### config.mk
export PLATFORM = sky130hd
export DESIGN_NAME = uc_coordena_asteroides_tiros
export DESIGN_NICKNAME = d
export VERILOG_FILES = /design/src/rtl/uc_jogo_pkg.sv /design/src/rtl/uc_coordena_asteroides_tiros_contador_indice.sv /design/src/rtl/uc_coordena_asteroides_tiros.sv
export SDC_FILE = /design/constraint.sdc
export NUM_CORES = 1
export LEC_CHECK = 0
export ABC_AREA = 1
export BUFFER_PORTS_ARGS = -buffer_cell sky130_fd_sc_hd__buf_2
export CORE_UTILIZATION = 47
export DETAILED_ROUTE_END_ITERATION = 16
export PLACE_DENSITY = 0.81
export SLEW_MARGIN = 25
export SYNTH_ARGS = -nofsm -noshare
export SYNTH_HDL_FRONTEND = slang
export SYNTH_SLANG_ARGS = --single-unit
### constraint.sdc
create_clock -name clock -period 1.5 [get_ports clock]
set_input_delay 0.075 -clock clock [delete_from_list [all_inputs] [get_ports clock]]
set_output_delay 0.075 -clock clock [all_outputs]
set_load 0.1 [all_outputs]
### src/rtl/uc_jogo_pkg.sv
// Shared types and constants for the game control units: state encodings,
// default slot counts and index-width helper.
package uc_jogo_pkg;

  localparam int N_TIROS_PADRAO      = 8;
  localparam int N_ASTEROIDES_PADRAO = 16;

  typedef enum logic [4:0] {
    OCIOSO          = 5'b00000,
    MOVE_TIROS      = 5'b00001,
    MOVE_ASTEROIDES = 5'b00010,
    VERIFICA_NAVE   = 5'b00011,
    COLISOES        = 5'b00100,
    FIM             = 5'b00101
  } estado_t;

  localparam logic [4:0] DB_ILEGAL = 5'b11111;

  function automatic int largura_indice(input int n);
    return (n <= 2) ? 1 : $clog2(n);
  endfunction

endpackage

### src/rtl/uc_coordena_asteroides_tiros_contador_indice.sv
// Modulo-N slot index counter: synchronous clear (wins over enable), enable,
// combinational ultimo flag when the count sits at N-1.
module contador_indice
  import uc_jogo_pkg::*;
#(
  parameter int N = 8,
  parameter int W = largura_indice(N)
) (
  input  logic         clock,
  input  logic         reset,
  input  logic         limpa,
  input  logic         conta,
  output logic [W-1:0] valor,
  output logic         ultimo
);

  logic [W-1:0] valor_q;
  logic [W-1:0] valor_d;

  assign ultimo = (valor_q == W'(N - 1));
  assign valor  = valor_q;

  always_comb begin
    valor_d = valor_q;
    if (limpa) begin
      valor_d = '0;
    end else if (conta) begin
      valor_d = ultimo ? '0 : valor_q + W'(1);
    end
  end

  always_ff @(posedge clock) begin
    if (reset) begin
      valor_q <= '0;
    end else begin
      valor_q <= valor_d;
    end
  end

endmodule

### src/rtl/uc_coordena_asteroides_tiros.sv
// Round sequencer for shot/asteroid movement, ship hits and shot/asteroid
// collisions; strobes are state-gated views of the same-cycle datapath flags.
module uc_coordena_asteroides_tiros
  import uc_jogo_pkg::*;
#(
  parameter int N_TIROS      = N_TIROS_PADRAO,
  parameter int N_ASTEROIDES = N_ASTEROIDES_PADRAO,
  parameter int WT           = largura_indice(N_TIROS),
  parameter int WA           = largura_indice(N_ASTEROIDES)
) (
  input  logic          clock,
  input  logic          reset,
  input  logic          iniciar,
  input  logic          tiro_ativo,
  input  logic          asteroide_ativo,
  input  logic          colisao_nave,
  input  logic          colisao_tiro_asteroide,
  output logic [WT-1:0] indice_tiro,
  output logic [WA-1:0] indice_asteroide,
  output logic          move_tiro,
  output logic          move_asteroide,
  output logic          destroi_tiro,
  output logic          destroi_asteroide,
  output logic          decrementa_vida,
  output logic          ocupado,
  output logic          fim_movimentacao,
  output logic [4:0]    db_estado
);

  estado_t estado_q;
  estado_t estado_d;

  logic limpa_t, conta_t, ultimo_t;
  logic limpa_a, conta_a, ultimo_a;

  contador_indice #(.N(N_TIROS), .W(WT)) u_cont_tiro (
    .clock  (clock),
    .reset  (reset),
    .limpa  (limpa_t),
    .conta  (conta_t),
    .valor  (indice_tiro),
    .ultimo (ultimo_t)
  );

  contador_indice #(.N(N_ASTEROIDES), .W(WA)) u_cont_asteroide (
    .clock  (clock),
    .reset  (reset),
    .limpa  (limpa_a),
    .conta  (conta_a),
    .valor  (indice_asteroide),
    .ultimo (ultimo_a)
  );

  assign ocupado = (estado_q != OCIOSO);

  always_comb begin
    estado_d          = estado_q;
    limpa_t           = 1'b0;
    conta_t           = 1'b0;
    limpa_a           = 1'b0;
    conta_a           = 1'b0;
    move_tiro         = 1'b0;
    move_asteroide    = 1'b0;
    destroi_tiro      = 1'b0;
    destroi_asteroide = 1'b0;
    decrementa_vida   = 1'b0;
    fim_movimentacao  = 1'b0;
    db_estado         = estado_q;
    case (estado_q)
      OCIOSO: begin
        limpa_t = 1'b1;
        limpa_a = 1'b1;
        if (iniciar) estado_d = MOVE_TIROS;
      end
      MOVE_TIROS: begin
        move_tiro = tiro_ativo;
        conta_t   = 1'b1;
        if (ultimo_t) estado_d = MOVE_ASTEROIDES;
      end
      MOVE_ASTEROIDES: begin
        move_asteroide = asteroide_ativo;
        conta_a        = 1'b1;
        if (ultimo_a) estado_d = VERIFICA_NAVE;
      end
      VERIFICA_NAVE: begin
        if (asteroide_ativo && colisao_nave) begin
          decrementa_vida   = 1'b1;
          destroi_asteroide = 1'b1;
        end
        conta_a = 1'b1;
        if (ultimo_a) begin
          limpa_t  = 1'b1;
          estado_d = COLISOES;
        end
      end
      COLISOES: begin
        // An inactive shot or a kill ends the row at once: one kill per shot.
        if (!tiro_ativo) begin
          conta_t = 1'b1;
          limpa_a = 1'b1;
          if (ultimo_t) estado_d = FIM;
        end else if (asteroide_ativo && colisao_tiro_asteroide) begin
          destroi_tiro      = 1'b1;
          destroi_asteroide = 1'b1;
          conta_t           = 1'b1;
          limpa_a           = 1'b1;
          if (ultimo_t) estado_d = FIM;
        end else begin
          conta_a = 1'b1;
          if (ultimo_a) begin
            conta_t = 1'b1;
            if (ultimo_t) estado_d = FIM;
          end
        end
      end
      FIM: begin
        fim_movimentacao = 1'b1;
        limpa_t          = 1'b1;
        limpa_a          = 1'b1;
        estado_d         = OCIOSO;
      end
      default: begin
        db_estado = DB_ILEGAL;
        limpa_t   = 1'b1;
        limpa_a   = 1'b1;
        estado_d  = OCIOSO;
      end
    endcase
  end

  always_ff @(posedge clock) begin
    if (reset) begin
      estado_q <= OCIOSO;
    end else begin
      estado_q <= estado_d;
    end
  end

endmodule

==> flow_metrics.env, run 1 <==
export IMPL_wl_per_cell_um=11.8
export IMPL_finalClockSkew_ns=0.00167
export IMPL_port_buffers=25
export IMPL_root_buffer="clkbuf_4"
export IMPL_antenna_found_initial=0
export IMPL_antennaDiodeCount=0
export IMPL_met3WireLength_um=90
export IMPL_io_pins=26
export IMPL_drc=0
export IMPL_clk_latency_ns=0.28
export IMPL_vias=772
export IMPL_syn_inst=106
export IMPL_viasPerCell=5.22
export IMPL_clk_pin_slew_ns=0.07
export IMPL_place_area_sq_mm=0.00101
export IMPL_firstDrtPassIters=4
export IMPL_topRoutingLayerUsed="met4"
export IMPL_grt_pass1_vias=631
export IMPL_end_kind="output port"
export IMPL_fillers=92
export IMPL_status="finished with violations"
export IMPL_clkSinkCount=10
export IMPL_maxSlewHeadroom=0.679
export IMPL_synth_nets=116
export IMPL_fp_dieH_um=40.3
export IMPL_met1_length_um=681
export IMPL_hold_class="primary input to flop"
export IMPL_areaGrowthSynthToFinish_pct=54.0
export IMPL_coreArea_sq_mm=0.00133
export IMPL_setup_violations=1
export IMPL_syn_area_per_cell_sq_um=6.52
export IMPL_cp_slowest_cell="dfxtp_2"
export IMPL_route_met2_wl_um=927
export IMPL_slew_violations=0
export IMPL_layout_drive_gt1_share=0.451
export IMPL_grt_pass1_wl_mm=2.55
export IMPL_violations="negative setup slack"
export IMPL_gp_congestion=0.800
export IMPL_fin_tns_setup_ns=-0.0105
export IMPL_path_buf_inv=1
export IMPL_required_ns=1.42
export IMPL_yosysSeqAreaShare=0.290
export IMPL_min_period_over_period=1.01
export IMPL_die_w_um=40.3
export IMPL_final_common_cell="nand2_1"
export IMPL_drt_iter0_markers=13
export IMPL_grt_total_usage=0.250
export IMPL_pre_cts_slack_ns=0.149
export IMPL_final_cell_mix="30 x nand2_1, 16 x buf_2, 11 x inv_1"
export IMPL_rows=13
export IMPL_crit_type="flop to output port"
export IMPL_crit_arrival_ns=1.44
export IMPL_tightest_slew_ns=0.485
export IMPL_hold_viol_final=0
export IMPL_start_util=0.518
export IMPL_ir_drop_uv=1150
export IMPL_cts_buffers=3
export IMPL_postRouteAntennaNets=0
export IMPL_cpPeakStageDelay_ns=0.37
export IMPL_cts_tree="built"
export IMPL_worstSetupStartpointType="flop"
export IMPL_cts_max_level=1
export IMPL_crit_chain="nor2_4 > nand2_4 > nor3_4 > or2_4 > buf_12"
export IMPL_grt_max_degree=7
export IMPL_final_nets=144
export IMPL_synth_cell_type_count=24
export IMPL_ys_ff_latch=10
export IMPL_overflow=0
export IMPL_dp_cells=143
export IMPL_wl_mm=1.74
export IMPL_hold_buffers=0
export IMPL_final_cells=148
export IMPL_path_max_fanout=5
export IMPL_cp_top_family="simple AND/OR/NAND/NOR gates"
export IMPL_power_per_cell_area_mw_per_mm2=2080
export IMPL_rsz0062_at_grt="true"
export IMPL_p_leak_nw=0.516
export IMPL_fin_area_sq_mm=0.00106
export IMPL_fmax_ghz=0.662
export IMPL_dp_hpwl_mm=1.34
export IMPL_die_area_sq_mm=0.00163
export IMPL_finalCriticalPeriod_ns=1.51
export IMPL_cap_violations=0
export IMPL_fin_ws_ns=-0.0105
export IMPL_yosysWarnings=0
export IMPL_syn_area_sq_um=691
export IMPL_clockBufferDepth=2
[cells in the mapped netlist]
master / n / area, sq um
clkbuf_1: 1 / 3.75
o21ai_2: 1 / 8.76
nand3_4: 1 / 17.5
xnor2_1: 1 / 8.76
nand2_2: 2 / 12.5
o211ai_1: 1 / 7.51
nor2_1: 16 / 60.1
inv_1: 13 / 48.8
buf_4: 1 / 7.51
nand2_4: 2 / 22.5
nand2_1: 31 / 116
nand3b_1: 1 / 7.51
inv_2: 1 / 3.75
a21oi_1: 7 / 35.0
xor2_1: 1 / 8.76
or2_2: 1 / 6.26
dfxtp_1: 10 / 200
nor3_1: 1 / 5.00
ha_1: 3 / 37.5
o22ai_2: 1 / 12.5
nand3_2: 1 / 10.0
dlygate4sd1_1: 1 / 8.76
nand3_1: 7 / 35.0
nand4_1: 1 / 6.26
[worst min-delay path, cell delays in order]
cell     delay (ns)
buf_2          0.09
nor2_1         0.05
o21ai_2        0.08
a21oi_1        0.04
[sequential cells by signal, indices dropped and copies added, names as in the netlist]
name and cells:
u_cont_tiro.valor 3, u_cont_asteroide.valor 4, estado_q 3
[cells by family after synthesis]
kind of cell	share of synthesized area
AND/OR/NAND/NOR	0.433
buffers and inverters	0.105
AO/OA/AOI/OAI	0.0924
flip-flops	0.290
adder cells (fa/ha/maj)	0.0544
XOR/XNOR	0.0254
[layer usage]
metal | track usage | up-vias
met3 | 0.0833 | 6
li1 | - | 387
met2 | 0.448 | 28
met5 | 0 | -
met4 | 0.167 | 0
met1 | 0.237 | 351
[timing repair]
item / CTS / global route
resized for setup: 3 / 3
pin swaps: 2 / 0
setup endpoints to repair: 4 / 4
setup buffers: 1 / 0
[power by group]
group | switching [mW] | leakage, nW | internal [mW] | total, mW
Clock | 0.103 | 0.0154 | 0.0967 | 0.200
Sequential | 0.0756 | 0.0870 | 0.321 | 0.397
Combinational | 1.19 | 0.413 | 0.420 | 1.61
[worst paths after layout]
kind                                                               end  cells after the start  slack (ns)                              start
worst min register to register       u_cont_tiro.valor[2]$_SDFFE_PP0P_                      2        0.48  u_cont_tiro.valor[2]$_SDFFE_PP0P_
worst max register to register  u_cont_asteroide.valor[2]$_SDFFE_PP0P_                      5        0.13           estado_q[2]$_SDFFE_PP0P_
worst max-delay path                                 destroi_asteroide                      5       -0.01           estado_q[0]$_SDFFE_PP0P_
worst min-delay path                 u_cont_tiro.valor[0]$_SDFFE_PP0P_                      4        0.09                              reset
[stage by stage]
stage	power (mW)	hold slack [ns]	utilization
global route	2.32	0.0988	0.797
CTS	2.18	0.0904	0.788
global placement	1.94	0.370	0.759
detailed placement	1.96	0.380	0.759
floorplan	1.64	0.245	-
finish	2.21	0.0947	0.797
[final cells by class]
| cell class | count | area [sq um] | area share |
|---|---|---|---|
| clock buffer | 3 | 22.5 | 0.0212 |
| clock inverter | 1 | 3.75 | 0.00353 |
| inverter | 14 | 56.3 | 0.0529 |
| multi-input combinational | 79 | 484 | 0.455 |
| sequential | 10 | 223 | 0.209 |
| tap | 15 | 18.8 | 0.0176 |
| timing repair buffer | 26 | 255 | 0.240 |
Power figures use the tool's default switching activity.
==> run 2, diff against run 1 <==
--- a/config.mk
+++ b/config.mk
@@ -6,10 +6,11 @@
 export NUM_CORES = 1
 export LEC_CHECK = 0
 export ABC_AREA = 1
-export BUFFER_PORTS_ARGS = -buffer_cell sky130_fd_sc_hd__buf_2
-export CORE_UTILIZATION = 47
+export CORE_UTILIZATION = 51
 export DETAILED_ROUTE_END_ITERATION = 16
-export PLACE_DENSITY = 0.81
+export DONT_BUFFER_PORTS = 1
+export GPL_ROUTABILITY_DRIVEN = 0
+export PLACE_DENSITY = 0.7
 export SLEW_MARGIN = 25
 export SYNTH_ARGS = -nofsm -noshare
 export SYNTH_HDL_FRONTEND = slang
==> constraint.sdc (replaced) <==
create_clock -name clock -period 1.9 [get_ports clock]
set_input_delay 0.095 -clock clock [delete_from_list [all_inputs] [get_ports clock]]
set_output_delay 0.095 -clock clock [all_outputs]
set_load 0.1 [all_outputs]
==> run 2 against run 1 <==
Net effect:
- the flow now finishes without violations
- combinational power shrank 19%
- critical path depth is the same
- hold slack lost 0.049 ns
- first-iteration DRC count is the same
- routed wire length grew 4.1%
- sequential power shrank 29%
- worst setup slack gained 0.29 ns
- count of clock-buffer cells in the layout is the same
- highest routed layer unchanged
==> flow_metrics.env, run 2 (synthesis results as in run 1) <==
export IMPL_vias=765
export IMPL_cp_slowest_cell="dfxtp_1"
export IMPL_dp_hpwl_mm=1.45
export IMPL_tightest_slew_ns=0.356
export IMPL_crit_chain="nor2_1 > nand2_2 > nor3_4 > or2_4 > buf_12"
export IMPL_pre_cts_slack_ns=0.518
export IMPL_power_switching_share=0.608
export IMPL_io_pins=26
export IMPL_hold_class="primary input to flop"
export IMPL_drt_iter0_markers=13
export IMPL_place_area_sq_um=962
export IMPL_setup_violations=0
export IMPL_cts_tree="built"
export IMPL_grt_total_usage=0.285
export IMPL_clk_latency_ns=0.26
export IMPL_multiInputGateArea_sq_um=447
export IMPL_rows=12
export IMPL_min_period_over_period=0.855
export IMPL_grt_pass1_wl_mm=2.82
export IMPL_ff_latch_area_sq_um=203
export IMPL_cts_max_level=1
export IMPL_rsz0062_at_grt="false"
export IMPL_antenna_found_initial=0
export IMPL_maxSlewHeadroom=0.761
export IMPL_antennaDiodeCount=0
export IMPL_drc=0
export IMPL_final_cells=139
export IMPL_finalClockSkew_ns=0.00232
export IMPL_clkPwrFrac=0.080
export IMPL_grt_pass1_vias=669
export IMPL_areaGrowthSynthToFinish_pct=42.6
export IMPL_fin_area_sq_um=985
export IMPL_root_buffer="clkbuf_4"
export IMPL_hold_buffers=0
export IMPL_post_cts_resized=0
export IMPL_fp_dieH_um=38.8
export IMPL_final_cell_mix="31 x nand2_1, 12 x inv_1, 12 x nor2_1"
export IMPL_internal_power_mw=0.680
export IMPL_port_buffers=0
export IMPL_worstSetupStartpointType="flop"
export IMPL_fmax_ghz=0.615
export IMPL_path_buf_inv=1
export IMPL_coreArea_sq_mm=0.00119
export IMPL_clockBufferDepth=2
export IMPL_die_w_um=38.8
export IMPL_crit_arrival_ns=1.53
export IMPL_viasPerCell=5.50
export IMPL_fin_ws_ns=0.275
export IMPL_cap_violations=0
export IMPL_die_area_sq_mm=0.00151
export IMPL_postRouteAntennaNets=0
export IMPL_status="finished clean"
export IMPL_p_comb_frac=0.758
export IMPL_dp_cells=136
export IMPL_wl_per_cell_um=13.1
export IMPL_firstDrtPassIters=4
export IMPL_clk_pin_slew_ns=0.06
export IMPL_final_nets=137
export IMPL_seq_power_share=0.162
export IMPL_finalCriticalPeriod_ns=1.62
export IMPL_path_max_fanout=5
export IMPL_ir_drop_uv=1570
export IMPL_layout_drive_gt1_share=0.320
export IMPL_p_total_mw=1.73
export IMPL_fillers=78
export IMPL_clkSinkCount=10
export IMPL_final_common_cell="nand2_1"
export IMPL_start_util=0.582
export IMPL_end_kind="output port"
export IMPL_wl_mm=1.82
export IMPL_required_ns=1.80
export IMPL_power_per_cell_area_mw_per_mm2=1760
export IMPL_slew_violations=0
export IMPL_p_sw_mw=1.05
export IMPL_largest_register_ffs=4
export IMPL_crit_type="flop to output port"
export IMPL_cp_top_family="simple AND/OR/NAND/NOR gates"
export IMPL_p_leak_nw=0.484
export IMPL_grt_max_degree=7
export IMPL_hold_viol_final=0
export IMPL_overflow=0
export IMPL_cpPeakStageDelay_ns=0.35
export IMPL_cts_setup_buffers=0
export IMPL_cts_buffers=3
-- run 2: cell count changes in the layout (fill, tap and decap cells not counted), moves of 2 or more --
cell and delta:
buf_2 -16, buf_4 +10, dfxtp_1 +8, dfxtp_2 -4, dfxtp_4 -4, nor2_4 -4
nor2_1 +2, nor2_2 +2
-- run 2: cell type report --
class,instances,area share
Clock buffer,3,0.0229
Timing Repair Buffer,19,0.247
Sequential cell,10,0.206
Multi-Input combinational cell,79,0.454
Inverter,14,0.0534
Tap cell,14,0.0178
-- run 2: metal layers --
metal / global-route usage / part of all wire / vias up
li1: - / - / 371
met1: 0.295 / 0.39 / 342
met2: 0.496 / 0.51 / 44
met3: 0.133 / 0.085 / 8
met4: 0.103 / 0.013 / 0
met5: 0 / 0 / -
-- run 2: worst reg2reg max path: stages (launching register included) --
cell and delay [ns]:
dfxtp_2 0.35, ha_1 0.20, nand3_1 0.22, nand2_1 0.12
nand2_1 0.05, inv_1 0.08, nand3_4 0.09, nor2_1 0.13
nor2_1 0.07
-- run 2: final timing paths --
check,cells after the start,slack (ns),startpoint,to
max,5,0.28,estado_q[0]$_SDFFE_PP0P_,destroi_asteroide
min,3,0.05,reset,u_cont_tiro.valor[2]$_SDFFE_PP0P_
max reg2reg,8,0.48,u_cont_asteroide.valor[1]$_SDFFE_PP0P_,estado_q[1]$_SDFFE_PP0P_
min reg2reg,2,0.51,u_cont_asteroide.valor[1]$_SDFFE_PP0P_,u_cont_asteroide.valor[1]$_SDFFE_PP0P_
-- run 2: metrics by stage --
| step | util | TNS [ns] | hold WS, ns |
|---|---|---|---|
| after floorplan | - | -0.145 | 0.274 |
| after global placement | 0.811 | 0 | 0.298 |
| after detailed placement | 0.811 | 0 | 0.310 |
| after CTS | 0.830 | 0 | 0.0293 |
| after global routing | 0.830 | 0 | 0.0143 |
| final | 0.830 | 0 | 0.0455 |
-- run 2: power groups by stage --
stage	Clock (mW)	Combinational, mW	Sequential, mW
finish	0.139	1.31	0.281
global route	0.158	1.38	0.285
CTS	0.144	1.31	0.280
detailed placement	0	1.30	0.284
global placement	0	1.28	0.282
floorplan	0	0.869	0.373
